--- src/rtl/parent_call_port.sv ---
`timescale 1ns/1ps
// parent_call_port
//
// Parent-side port that lets several hardware threads call child functions
// through a shared arbiter and collect their return values.
//
// Call path: an accepted call is packed into a one-entry command register
// and written to the arbiter whenever its slot is free. A call that expects
// a return value is recorded in a per-thread pending table.
//
// Return path: words from the return FIFO are matched by child index
// against the pending table and handed back to the owning thread.
//
// Ports
//   clk, rst                  clock, asynchronous active-high reset
//   call_vld_i / call_rdy_o   call handshake
//   call_thread_i             issuing thread
//   call_child_i              target child function
//   call_ret_i                caller expects a return value
//   call_pc_i, call_args_i    caller pc and packed arguments
//   cmd_din_o, cmd_write_o    command word and write strobe to the arbiter
//   cmd_full_n_i              arbiter command slot free
//   ret_empty_n_i, ret_dout_i return FIFO status and head word {child, data}
//   ret_pop_o                 return FIFO pop
//   ret_vld_o / ret_rdy_i     return delivery handshake to the parent
//   ret_thread_o, ret_data_o  delivered thread and return value
//   pend_o                    per-thread outstanding-return flags
//   err_o                     sticky flag: a return arrived with no caller
module parent_call_port #(
  parameter int THREAD  = 4,
  parameter int CHILD   = 64,
  parameter int ARG_W   = 32,
  parameter int ARG_NUM = 4,
  localparam int LOG_THREAD = (THREAD > 1) ? $clog2(THREAD) : 1,
  localparam int LOG_CHILD  = (CHILD > 1) ? $clog2(CHILD) : 1,
  localparam int RET_DW     = 32,
  localparam int CMD_DW     = ARG_W*ARG_NUM + LOG_THREAD + LOG_CHILD + 1 + 32
) (
  input  logic                         clk,
  input  logic                         rst,
  input  logic                         call_vld_i,
  output logic                         call_rdy_o,
  input  logic [LOG_THREAD-1:0]        call_thread_i,
  input  logic [LOG_CHILD-1:0]         call_child_i,
  input  logic                         call_ret_i,
  input  logic [31:0]                  call_pc_i,
  input  logic [ARG_NUM*ARG_W-1:0]     call_args_i,
  output logic [CMD_DW-1:0]            cmd_din_o,
  output logic                         cmd_write_o,
  input  logic                         cmd_full_n_i,
  input  logic                         ret_empty_n_i,
  input  logic [RET_DW+LOG_CHILD-1:0]  ret_dout_i,
  output logic                         ret_pop_o,
  output logic                         ret_vld_o,
  input  logic                         ret_rdy_i,
  output logic [LOG_THREAD-1:0]        ret_thread_o,
  output logic [31:0]                  ret_data_o,
  output logic [THREAD-1:0]            pend_o,
  output logic                         err_o
);

  // Command register
  logic                  cmd_vld;
  logic [CMD_DW-1:0]     cmd_data;

  // Pending table: one outstanding return per thread
  logic [THREAD-1:0]     pend;
  logic [LOG_CHILD-1:0]  pend_child [THREAD];

  // Return register
  logic                  ret_vld;
  logic [LOG_THREAD-1:0] ret_thread;
  logic [31:0]           ret_data;
  logic                  err;

  // Handshake and matching helpers
  logic                  hazard;
  logic                  call_fire;
  logic                  deliver;
  logic [LOG_CHILD-1:0]  pop_child;
  logic [31:0]           pop_data;
  logic                  match_hit;
  logic [LOG_THREAD-1:0] match_thread;

  // A call that expects a return is blocked while its own thread still waits
  // for a return, or while any other thread waits on the same child; either
  // case would make the returned word ambiguous. Only registered pend state
  // is consulted, so a return cleared this cycle unblocks the call next cycle.
  always_comb begin
    hazard = 1'b0;
    for (int t = 0; t < THREAD; t++) begin
      if (pend[t] && ((t[LOG_THREAD-1:0] == call_thread_i) ||
                      (pend_child[t] == call_child_i))) begin
        hazard = 1'b1;
      end
    end
    if (!call_ret_i) begin
      hazard = 1'b0;
    end
  end

  // Split the FIFO head word and find the thread that is waiting on that
  // child. The hazard rule keeps at most one pending thread per child, so the
  // first hit is the only hit.
  assign pop_child = ret_dout_i[RET_DW +: LOG_CHILD];
  assign pop_data  = ret_dout_i[RET_DW-1:0];

  always_comb begin
    match_hit    = 1'b0;
    match_thread = '0;
    for (int t = 0; t < THREAD; t++) begin
      if (!match_hit && pend[t] && (pend_child[t] == pop_child)) begin
        match_hit    = 1'b1;
        match_thread = t[LOG_THREAD-1:0];
      end
    end
  end

  // Handshakes. The command register may take a new call whenever it is empty
  // or is being drained this cycle, which gives one call per cycle when the
  // arbiter never stalls. Ready and pop are forced low during reset.
  assign call_rdy_o  = ~rst & (~cmd_vld | cmd_full_n_i) & ~hazard;
  assign call_fire   = call_vld_i & call_rdy_o;
  assign cmd_write_o = cmd_vld & cmd_full_n_i;
  assign ret_pop_o   = ~rst & ret_empty_n_i & (~ret_vld | ret_rdy_i);
  assign deliver     = ret_vld & ret_rdy_i;

  // Command register: load on an accepted call (which wins over a drain in the
  // same cycle), otherwise empty once the arbiter takes the word.
  always_ff @(posedge clk or posedge rst) begin
    if (rst) begin
      cmd_vld  <= 1'b0;
      cmd_data <= '0;
    end else if (call_fire) begin
      cmd_vld  <= 1'b1;
      cmd_data <= {call_pc_i, call_ret_i, call_child_i, call_thread_i, call_args_i};
    end else if (cmd_write_o) begin
      cmd_vld  <= 1'b0;
    end
  end

  // Pending table: a thread's entry clears when its return is delivered and
  // is set by an accepted call that expects a return. The hazard rule stops
  // both from hitting the same thread in one cycle, so the order here only
  // matters for different threads, where both updates take effect.
  always_ff @(posedge clk or posedge rst) begin
    if (rst) begin
      pend <= '0;
      for (int t = 0; t < THREAD; t++) begin
        pend_child[t] <= '0;
      end
    end else begin
      for (int t = 0; t < THREAD; t++) begin
        if (deliver && (ret_thread == t[LOG_THREAD-1:0])) begin
          pend[t] <= 1'b0;
        end
        if (call_fire && call_ret_i && (call_thread_i == t[LOG_THREAD-1:0])) begin
          pend[t]       <= 1'b1;
          pend_child[t] <= call_child_i;
        end
      end
    end
  end

  // Return register: a popped word that matches a pending thread is loaded
  // and presented from the next cycle. This may coincide with the delivery of
  // the previous word, in which case valid stays high. An unmatched word is
  // dropped and raises the sticky error flag.
  always_ff @(posedge clk or posedge rst) begin
    if (rst) begin
      ret_vld    <= 1'b0;
      ret_thread <= '0;
      ret_data   <= '0;
      err        <= 1'b0;
    end else begin
      if (ret_pop_o && match_hit) begin
        ret_vld    <= 1'b1;
        ret_thread <= match_thread;
        ret_data   <= pop_data;
      end else if (deliver) begin
        ret_vld    <= 1'b0;
      end
      if (ret_pop_o && !match_hit) begin
        err <= 1'b1;
      end
    end
  end

  assign cmd_din_o    = cmd_data;
  assign ret_vld_o    = ret_vld;
  assign ret_thread_o = ret_thread;
  assign ret_data_o   = ret_data;
  assign pend_o       = pend;
  assign err_o        = err;

endmodule

--- config.mk ---
export PLATFORM = sky130hd
export DESIGN_NAME = parent_call_port
export DESIGN_NICKNAME = d
export VERILOG_FILES = /design/src/rtl/parent_call_port.sv
export SDC_FILE = /design/constraint.sdc
export NUM_CORES = 1
export LEC_CHECK = 0
export ABC_AREA = 1
export ABC_CLOCK_PERIOD_IN_PS = 19600
export CAP_MARGIN = 20
export CORE_MARGIN = 3
export CORE_UTILIZATION = 40
export DETAILED_ROUTE_END_ITERATION = 8
export HOLD_SLACK_MARGIN = 0.08
export PLACE_DENSITY = 0.75
export SYNTH_ARGS = -nofsm -noshare
export SYNTH_HDL_FRONTEND = slang
export SYNTH_SLANG_ARGS = --single-unit
--- constraint.sdc ---
create_clock -name clk -period 19.6 [get_ports clk]
set_input_delay 3.92 -clock clk [delete_from_list [all_inputs] [get_ports clk]]
set_output_delay 3.92 -clock clk [all_outputs]
set_load 0.1 [all_outputs]
==> qor_table.md, run 1 <==
| Item | Value |
| --- | --- |
| Clock slew at the register clock pins of the worst setup and hold paths | 0.06 ns |
| Crit path cell chain | clkdlybuf4s50_1 > inv_6 > nand2_1 > nand2_1 > nor2_1 > nand3_1 > nand2_1 > nand2_1 > nand2_1 > o21ai_2 > and2_1 > clkdlybuf4s50_1 |
| Clock latency on the worst-skew pair | 0.52 ns |
| First-pass GRT wire length | 51600 um |
| Transition time at the pin with the least slew margin | 1.12 ns |
| Cell count of the worst hold path | 2 |
| Run status | complete, no violations |
| Syn nets | 1399 |
| Endpoint type of the worst setup path | output pin |
| Detailed-route vias per instance | 4.67 |
| Post-detailed-placement half-perimeter wirelength | 24900 um |
| Final WS setup | 8.97 ns |
| Register-to-register path setup slack | 16.40 ns |
| Clk sink count | 234 |
| Cell variety after synth | 33 |
| Clock Tree Buf Depth | 3 |
| Category of cells accounting for the largest share of critical-path delay | buffers and inverters |
| Reg-to-Reg Start | pend_child[4] |
| Buffer cell driving the clock tree root | sky130_fd_sc_hd__clkbuf_16 |
| Iter 0 DRT Violations | 652 |
| Arrival time worst endpoint | 6.71 ns |
| Bufs and invs on worst path | 3 |
| Power Dens Cells | 192 nW/um^2 |
| Required time at the endpoint of the critical path | 15.68 ns |
| Avg WL per Cell | 17.4 um |
| Fin crit period | 10.63 ns |
| Slowest cell on the critical path | sky130_fd_sc_hd__clkdlybuf4s50_1 |
| End of the critical path | call_rdy_o |
| Antenna violations before repair | 4 |
| Final-layout fill cell count | 2265 |
| Inserted Clock Buffers | 26 |
| Peak fanout along the critical path | 9 |
| Area of the placeable core | 26200 um^2 |
| Leading post-synthesis cells by cell area | sky130_fd_sc_hd__dfrtp_1, sky130_fd_sc_hd__nand2_1, sky130_fd_sc_hd__o21ai_2 |
| Initial cell density of the core | 41.0% |
| Commonest cells after routing, fill and taps aside | sky130_fd_sc_hd__clkdlybuf4s50_1, sky130_fd_sc_hd__nand2_1, sky130_fd_sc_hd__dfrtp_1 |
| Grt ovf | 0 |
| Count of hold-fix buffers inserted at cts | 0 |
| Number of primary I/O pins | 425 |
| Worst setup SP type | input pin |
| Remaining antenna violation count after routing | 0 |
| Worst relative slew slack | 25.4% |
| Total DRC errors in the routed layout | 0 |
| Clock tree skew after final layout | 0.0173 ns |
| Final clock period utilization by the worst path | 54.3% |
| Die width | 170 um |
| Crit path launch | call_child_i[4] |
| Final-report setup violation count | 0 |
| Worst min-delay path category | reg2reg |
| VDD IR-drop max | 0.000198 V |
| Area Growth Syn to Fin | 47.4% |
| Die height | 170 um |
| Flip-flop and latch count after synthesis | 234 |
| Area share of the largest cell type after synthesis | 54.5% |
| Worst-case setup slack after placement | 8.99 ns |
| Endpoint of the worst-slack reg-to-reg timing path | cmd_din_o[55] |
| Accumulated negative setup slack | 0 ns |
| Worst Min Path Start | ret_data_o[5] |
| Cell area after synthesis | 10700 um^2 |
| Proportion of layout cells with a drive suffix above 1 | 12.0% |
| Cell occurring most often along the worst timing path | sky130_fd_sc_hd__nand2_1 |
| Most common library cell in the layout ignoring fill and taps | sky130_fd_sc_hd__clkdlybuf4s50_1 |
| Clock tree from TritonCTS | built |
| Final nets | 1802 |
| Setup Buffers After CTS | 0 |
| Setup repair after global routing missed its margin | no |
| H-tree levels | 1 |
| Max Cap Viol | 0 |
| Cells after DPL | 1896 |
| Via count | 9074 |
| Post-CTS sizing | 0 |
| Achievable clock frequency | 0.0940 GHz |
| Class of the most critical setup path | in2out |
| RD Place Congestion | 0.858 |
| Post-synthesis area per instance | 9.06 um^2 |
| Leakage component of the power | 7.78 nW |
| Wire length after detailed routing | 33800 um |
| Cell type with the largest total area after synthesis | sky130_fd_sc_hd__dfrtp_1 |
| Vias in the first global route | 9144 |
| Largest net degree at the start of global routing | 214 |
| Worst stage delay on the critical path | 1.13 ns |
| Number of cells in the finished layout apart from fillers | 1945 |
| Warnings, synthesis | 0 |
| Die area | 28900 um^2 |
| Levels on crit path | 12 |
| Number of buffer cells added on primary ports | 424 |
| Proportion of synthesized chip area in sequential cells | 54.5% |
| Synthesized instance count | 1186 |
| Total count of hold-check failures in the final report | 0 |
| Total Routing Usage GR | 22.6% |
| FF-to-FF path depth | 12 |
| Std cell rows | 59 |
| Total iterations of the first detailed-routing run | 5 |
| Final Slew Violations | 0 |
[layout make-up]
cell class,count,area [um^2],share of cell area [%]
tap,335,419,2.65
sequential,234,5860,37.0
antenna,1,2.50,0.0158
inverter,211,812,5.12
multi-input combinational,686,3570,22.5
clock inverter,11,109,0.687
clock buffer,37,773,4.88
timing repair buffer,430,4300,27.1
[worst register-to-register path: stages (launching register included)]
cell	delay (ns)
sky130_fd_sc_hd__dfrtp_1	0.44
sky130_fd_sc_hd__inv_1	0.10
sky130_fd_sc_hd__o21ai_0	0.18
sky130_fd_sc_hd__nor2_1	0.06
sky130_fd_sc_hd__nand3_1	0.06
sky130_fd_sc_hd__nand2_1	0.06
sky130_fd_sc_hd__nand2_1	0.07
sky130_fd_sc_hd__nand2_1	0.08
sky130_fd_sc_hd__o21ai_2	0.18
sky130_fd_sc_hd__nand3_4	0.69
sky130_fd_sc_hd__buf_12	0.60
sky130_fd_sc_hd__nand2_1	0.48
sky130_fd_sc_hd__o21ai_2	0.07
[per-layer routing]
layer	GRT usage [%]	vias up	routed length [um]
met2	39.0	363	16500
met3	6.27	66	2930
met5	0	-	41
met1	27.6	4173	13200
met4	7.55	6	1150
li1	-	4466	-
[where the power goes]
group | total, W | internal (W) | switching (W)
clock | 0.000498 | 0.000300 | 0.000198
combinational | 0.00179 | 0.000399 | 0.00139
sequential | 0.000753 | 0.000649 | 0.000104
[how the worst min path moves through the flow]
stage	slack, ns	to
3_3_place_gp	0.45	ret_data_o[7]
3_5_place_dp	0.46	ret_data_o[17]
5_1_grt	0.49	err_o
2_1_floorplan	0.53	cmd_vld
6_report	0.47	ret_data_o[5]
4_1_cts	0.47	ret_data_o[5]
[registers in the layout (all words and copies together) (netlist names)]
signal,cells
pend_o,4
ret_thread_o,2
cmd_din_o,169
ret_data_o,32
pend_child,24
err_o,1
cmd_vld,1
ret_vld_o,1
[per-stage QoR]
stage               instance area, um^2  total power (W)  util [%]  hold slack, ns
global placement                  15000          0.00254      57.1           0.453
finish                            15800          0.00304      60.5           0.470
detailed placement                15000          0.00256      57.1           0.458
CTS                               15800          0.00306      60.5           0.473
floorplan                         10700          0.00210         -           0.528
global route                      15800          0.00316      60.5           0.489
[logic make-up (layout without fill, tap and decap cells)]
kind of cell           after synthesis  count (layout)  synth area share, %
XOR/XNOR                             5               5                0.407
flip-flops                         234             234                 54.5
AO/OA/AOI/OAI                      224             224                 15.8
AND/OR/NAND/NOR                    457             457                 16.9
buffers and inverters              266             689                 12.3
other                                0               1                    0
[Yosys cell counts]
cell and n:
sky130_fd_sc_hd__nand2_1 376, sky130_fd_sc_hd__dfrtp_1 234, sky130_fd_sc_hd__inv_1 204, sky130_fd_sc_hd__o21ai_2 129, sky130_fd_sc_hd__buf_6 41, sky130_fd_sc_hd__nand3_1 37
sky130_fd_sc_hd__o21ai_1 35, sky130_fd_sc_hd__nor2_1 27, sky130_fd_sc_hd__o21bai_1 25, sky130_fd_sc_hd__o21ai_0 13, sky130_fd_sc_hd__o22ai_1 11, sky130_fd_sc_hd__nor3_1 7
sky130_fd_sc_hd__buf_2 6, sky130_fd_sc_hd__a21oi_1 5, sky130_fd_sc_hd__clkbuf_1 5, sky130_fd_sc_hd__clkinv_2 4, sky130_fd_sc_hd__buf_1 3, sky130_fd_sc_hd__nand4_1 3
sky130_fd_sc_hd__o2111ai_1 3, sky130_fd_sc_hd__xnor2_1 3, sky130_fd_sc_hd__a211oi_1 2, sky130_fd_sc_hd__xor2_1 2, sky130_fd_sc_hd__a221oi_1 1, sky130_fd_sc_hd__and2_1 1
sky130_fd_sc_hd__inv_2 1, sky130_fd_sc_hd__inv_4 1, sky130_fd_sc_hd__inv_6 1, sky130_fd_sc_hd__nand2_2 1, sky130_fd_sc_hd__nand2b_1 1, sky130_fd_sc_hd__nand3_2 1
sky130_fd_sc_hd__nand3_4 1, sky130_fd_sc_hd__nand4_2 1, sky130_fd_sc_hd__nor2_4 1
Power figures use the tool's default switching activity.
==> run 2: changes to the inputs <==
--- a/config.mk
+++ b/config.mk
@@ -6,7 +6,7 @@
 export NUM_CORES = 1
 export LEC_CHECK = 0
 export ABC_AREA = 1
-export ABC_CLOCK_PERIOD_IN_PS = 19600
+export ABC_CLOCK_PERIOD_IN_PS = 11000
 export CAP_MARGIN = 20
 export CORE_MARGIN = 3
 export CORE_UTILIZATION = 40
==> constraint.sdc (replaced) <==
create_clock -name clk -period 11 [get_ports clk]
set_input_delay 2.2 -clock clk [delete_from_list [all_inputs] [get_ports clk]]
set_output_delay 2.2 -clock clk [all_outputs]
set_load 0.1 [all_outputs]
==> qor_table.md, run 2 (same netlist as run 1, synthesis figures left out) <==
| Item | Value | Delta |
| --- | --- | --- |
| Run status | complete, no violations |  |
| Clock tree skew after final layout | 0.0112 ns | -0.00609 ns |
| Power Dens Cells | 342 nW/um^2 | +78% |
| Final clock period utilization by the worst path | 65.8% |  |
| Die width | 170 um | unchanged |
| Reg-to-Reg Start | pend_child[20] |  |
| Final Slew Violations | 0 | unchanged |
| Diodes inserted | 0 | -1 |
| Antenna violations before repair | 1 | -3 |
| Cells after DPL | 1897 | +0.053% |
| Endpoint type of the worst setup path | output pin |  |
| Inserted Clock Buffers | 27 | +3.8% |
| Fin crit period | 7.24 ns |  |
| Accumulated negative setup slack | 0 ns | unchanged |
| Remaining antenna violation count after routing | 0 | unchanged |
| Grt ovf | 0 | unchanged |
| Total DRC errors in the routed layout | 0 | unchanged |
| RD Place Congestion | 0.878 | +2.4% |
| End of the critical path | call_rdy_o |  |
| Clock latency on the worst-skew pair | 0.53 ns | about the same |
| First-pass GRT wire length | 52700 um | +2.1% |
| Largest register FFs | 169 | unchanged |
| Clock tree from TritonCTS | built |  |
| Total count of hold-check failures in the final report | 0 | unchanged |
| Peak fanout along the critical path | 9 | unchanged |
| Class of the most critical setup path | in2out |  |
| Post-CTS sizing | 0 | unchanged |
| FF-to-FF path depth | 14 | +2 |
| Required time at the endpoint of the critical path | 8.80 ns | -6.88 ns |
| Number of primary I/O pins | 425 | unchanged |
| Worst min-delay path category | reg2reg |  |
| Clock slew at the register clock pins of the worst setup and hold paths | 0.06 ns | about the same |
| Die area | 28900 um^2 | unchanged |
| Total iterations of the first detailed-routing run | 6 | +1 |
| Number of buffer cells added on primary ports | 424 | unchanged |
| Commonest cells after routing, fill and taps aside | sky130_fd_sc_hd__clkdlybuf4s50_1, sky130_fd_sc_hd__nand2_1, sky130_fd_sc_hd__dfrtp_1 |  |
| Die height | 170 um | unchanged |
| Buffer cell driving the clock tree root | sky130_fd_sc_hd__clkbuf_16 |  |
| Portion of total power attributed to combinational logic | 59.0% | about the same |
| Iter 0 DRT Violations | 624 | -4.3% |
| Arrival time worst endpoint | 5.04 ns | -1.67 ns |
| Clk sink count | 234 | unchanged |
| Transition time at the pin with the least slew margin | 1.10 ns | -0.0201 ns |
| Std cell rows | 59 | unchanged |
| Achievable clock frequency | 0.138 GHz |  |
| Final-report setup violation count | 0 | unchanged |
| Final WS setup | 3.76 ns | -5.21 ns |
| Clock Tree Buf Depth | 3 | unchanged |
| Avg WL per Cell | 17.7 um | +1.9% |
| Area of the placeable core | 26200 um^2 | unchanged |
| Design internal power | 0.00239 W | +77% |
| Area Growth Syn to Fin | 47.3% |  |
| VDD IR-drop max | 0.000294 V | +48% |
| Via count | 9189 | +1.3% |
| Total Routing Usage GR | 23.2% | +0.53 points |
| Count of hold-fix buffers inserted at cts | 0 | unchanged |
| Proportion of layout cells with a drive suffix above 1 | 11.8% | -0.15 points |
| Power share of the sequential group | 24.8% | about the same |
| Final-layout fill cell count | 2249 | -0.71% |
| Wire length after detailed routing | 34500 um | +2.0% |
| Worst setup SP type | input pin |  |
| Worst relative slew slack | 26.5% | +1.1 points |
| Most common library cell in the layout ignoring fill and taps | sky130_fd_sc_hd__clkdlybuf4s50_1 |  |
| Setup Buffers After CTS | 0 | unchanged |
| Vias in the first global route | 9096 | -0.52% |
| Post-detailed-placement half-perimeter wirelength | 25700 um | +3.1% |
| H-tree levels | 1 | unchanged |
| Detailed-route vias per instance | 4.72 | +1.2% |
| Clock network power share | 16.2% | -0.2 points |
| Setup repair after global routing missed its margin | no |  |
| Number of cells in the finished layout apart from fillers | 1947 | +0.10% |
| Worst-case setup slack after placement | 3.79 ns | -5.19 ns |
| Endpoint of the worst-slack reg-to-reg timing path | cmd_din_o[116] |  |
| Register-to-register path setup slack | 7.18 ns | -9.22 ns |
| Total power after layout | 0.00542 W | +78% |
| Max Cap Viol | 0 | unchanged |
| Crit path launch | call_child_i[4] |  |
| Leakage component of the power | 7.76 nW | -0.31% |
| Largest net degree at the start of global routing | 123 | -43% |
| Final nets | 1804 | +0.11% |
| Initial cell density of the core | 41.0% | unchanged |
| NetSw | 0.00303 W | +79% |
| Net Sw Frac | 56.0% | +0.31 points |
-- run 2: how the worst min path moves through the flow --
stage / startpoint / end / slack (ns) / cells past startpoint
6_report: ret_data_o[13] / ret_data_o[13] / 0.47 / 2
5_1_grt: cmd_din_o[117] / cmd_din_o[117] / 0.49 / 2
4_1_cts: ret_data_o[26] / ret_data_o[26] / 0.48 / 2
3_5_place_dp: err_o / err_o / 0.46 / 1
3_3_place_gp: ret_data_o[7] / ret_data_o[7] / 0.45 / 2
2_1_floorplan: cmd_vld / cmd_vld / 0.53 / 2
-- run 2: worst max-delay path, cell delays in order --
cell                              delay, ns
sky130_fd_sc_hd__clkdlybuf4s50_1       0.67
sky130_fd_sc_hd__inv_6                 0.18
sky130_fd_sc_hd__nand2_1               0.06
sky130_fd_sc_hd__nand2_1               0.07
sky130_fd_sc_hd__nor2_1                0.05
sky130_fd_sc_hd__nand3_1               0.07
sky130_fd_sc_hd__nand2_1               0.05
sky130_fd_sc_hd__nand2_1               0.07
sky130_fd_sc_hd__nand2_1               0.11
sky130_fd_sc_hd__o21ai_2               0.22
sky130_fd_sc_hd__and2_1                0.16
sky130_fd_sc_hd__clkdlybuf4s50_1       1.13
-- run 2: metal layers --
metal	vias to the layer above	wire (um)	track usage [%]	part of all wire, %
met1	4262	13600	29.1	39
met3	65	3060	6.32	8.8
met2	400	16700	39.0	48
li1	4460	-	-	-
met4	2	1210	7.62	3.5
met5	-	13	0	0.038
-- run 2: through the flow --
| step | util (%) | instance area (um^2) | hold slack [ns] |
|---|---|---|---|
| detailed placement | 57.1 | 15000 | 0.461 |
| global route | 60.4 | 15800 | 0.492 |
| floorplan | - | 10700 | 0.528 |
| global placement | 57.1 | 15000 | 0.453 |
| CTS | 60.4 | 15800 | 0.477 |
| finish | 60.4 | 15800 | 0.473 |
-- run 2: layout make-up --
cell class / instances / area (um^2) / area share, %
flip-flops and latches: 234 / 5860 / 37.0
repair buffers: 431 / 4300 / 27.1
multi-input cells: 686 / 3570 / 22.6
inverters: 211 / 812 / 5.13
clock buffers: 42 / 792 / 5.00
well taps: 335 / 419 / 2.65
clock inverters: 8 / 81.3 / 0.514
-- run 2: power groups by stage --
stage	clock network, W	registers, W	logic, W
after floorplan	0	0.00323	0.000514
after global placement	0	0.00134	0.00320
after detailed placement	0	0.00135	0.00321
after CTS	0.000902	0.00135	0.00322
after global routing	0.000938	0.00138	0.00332
final	0.000877	0.00135	0.00320
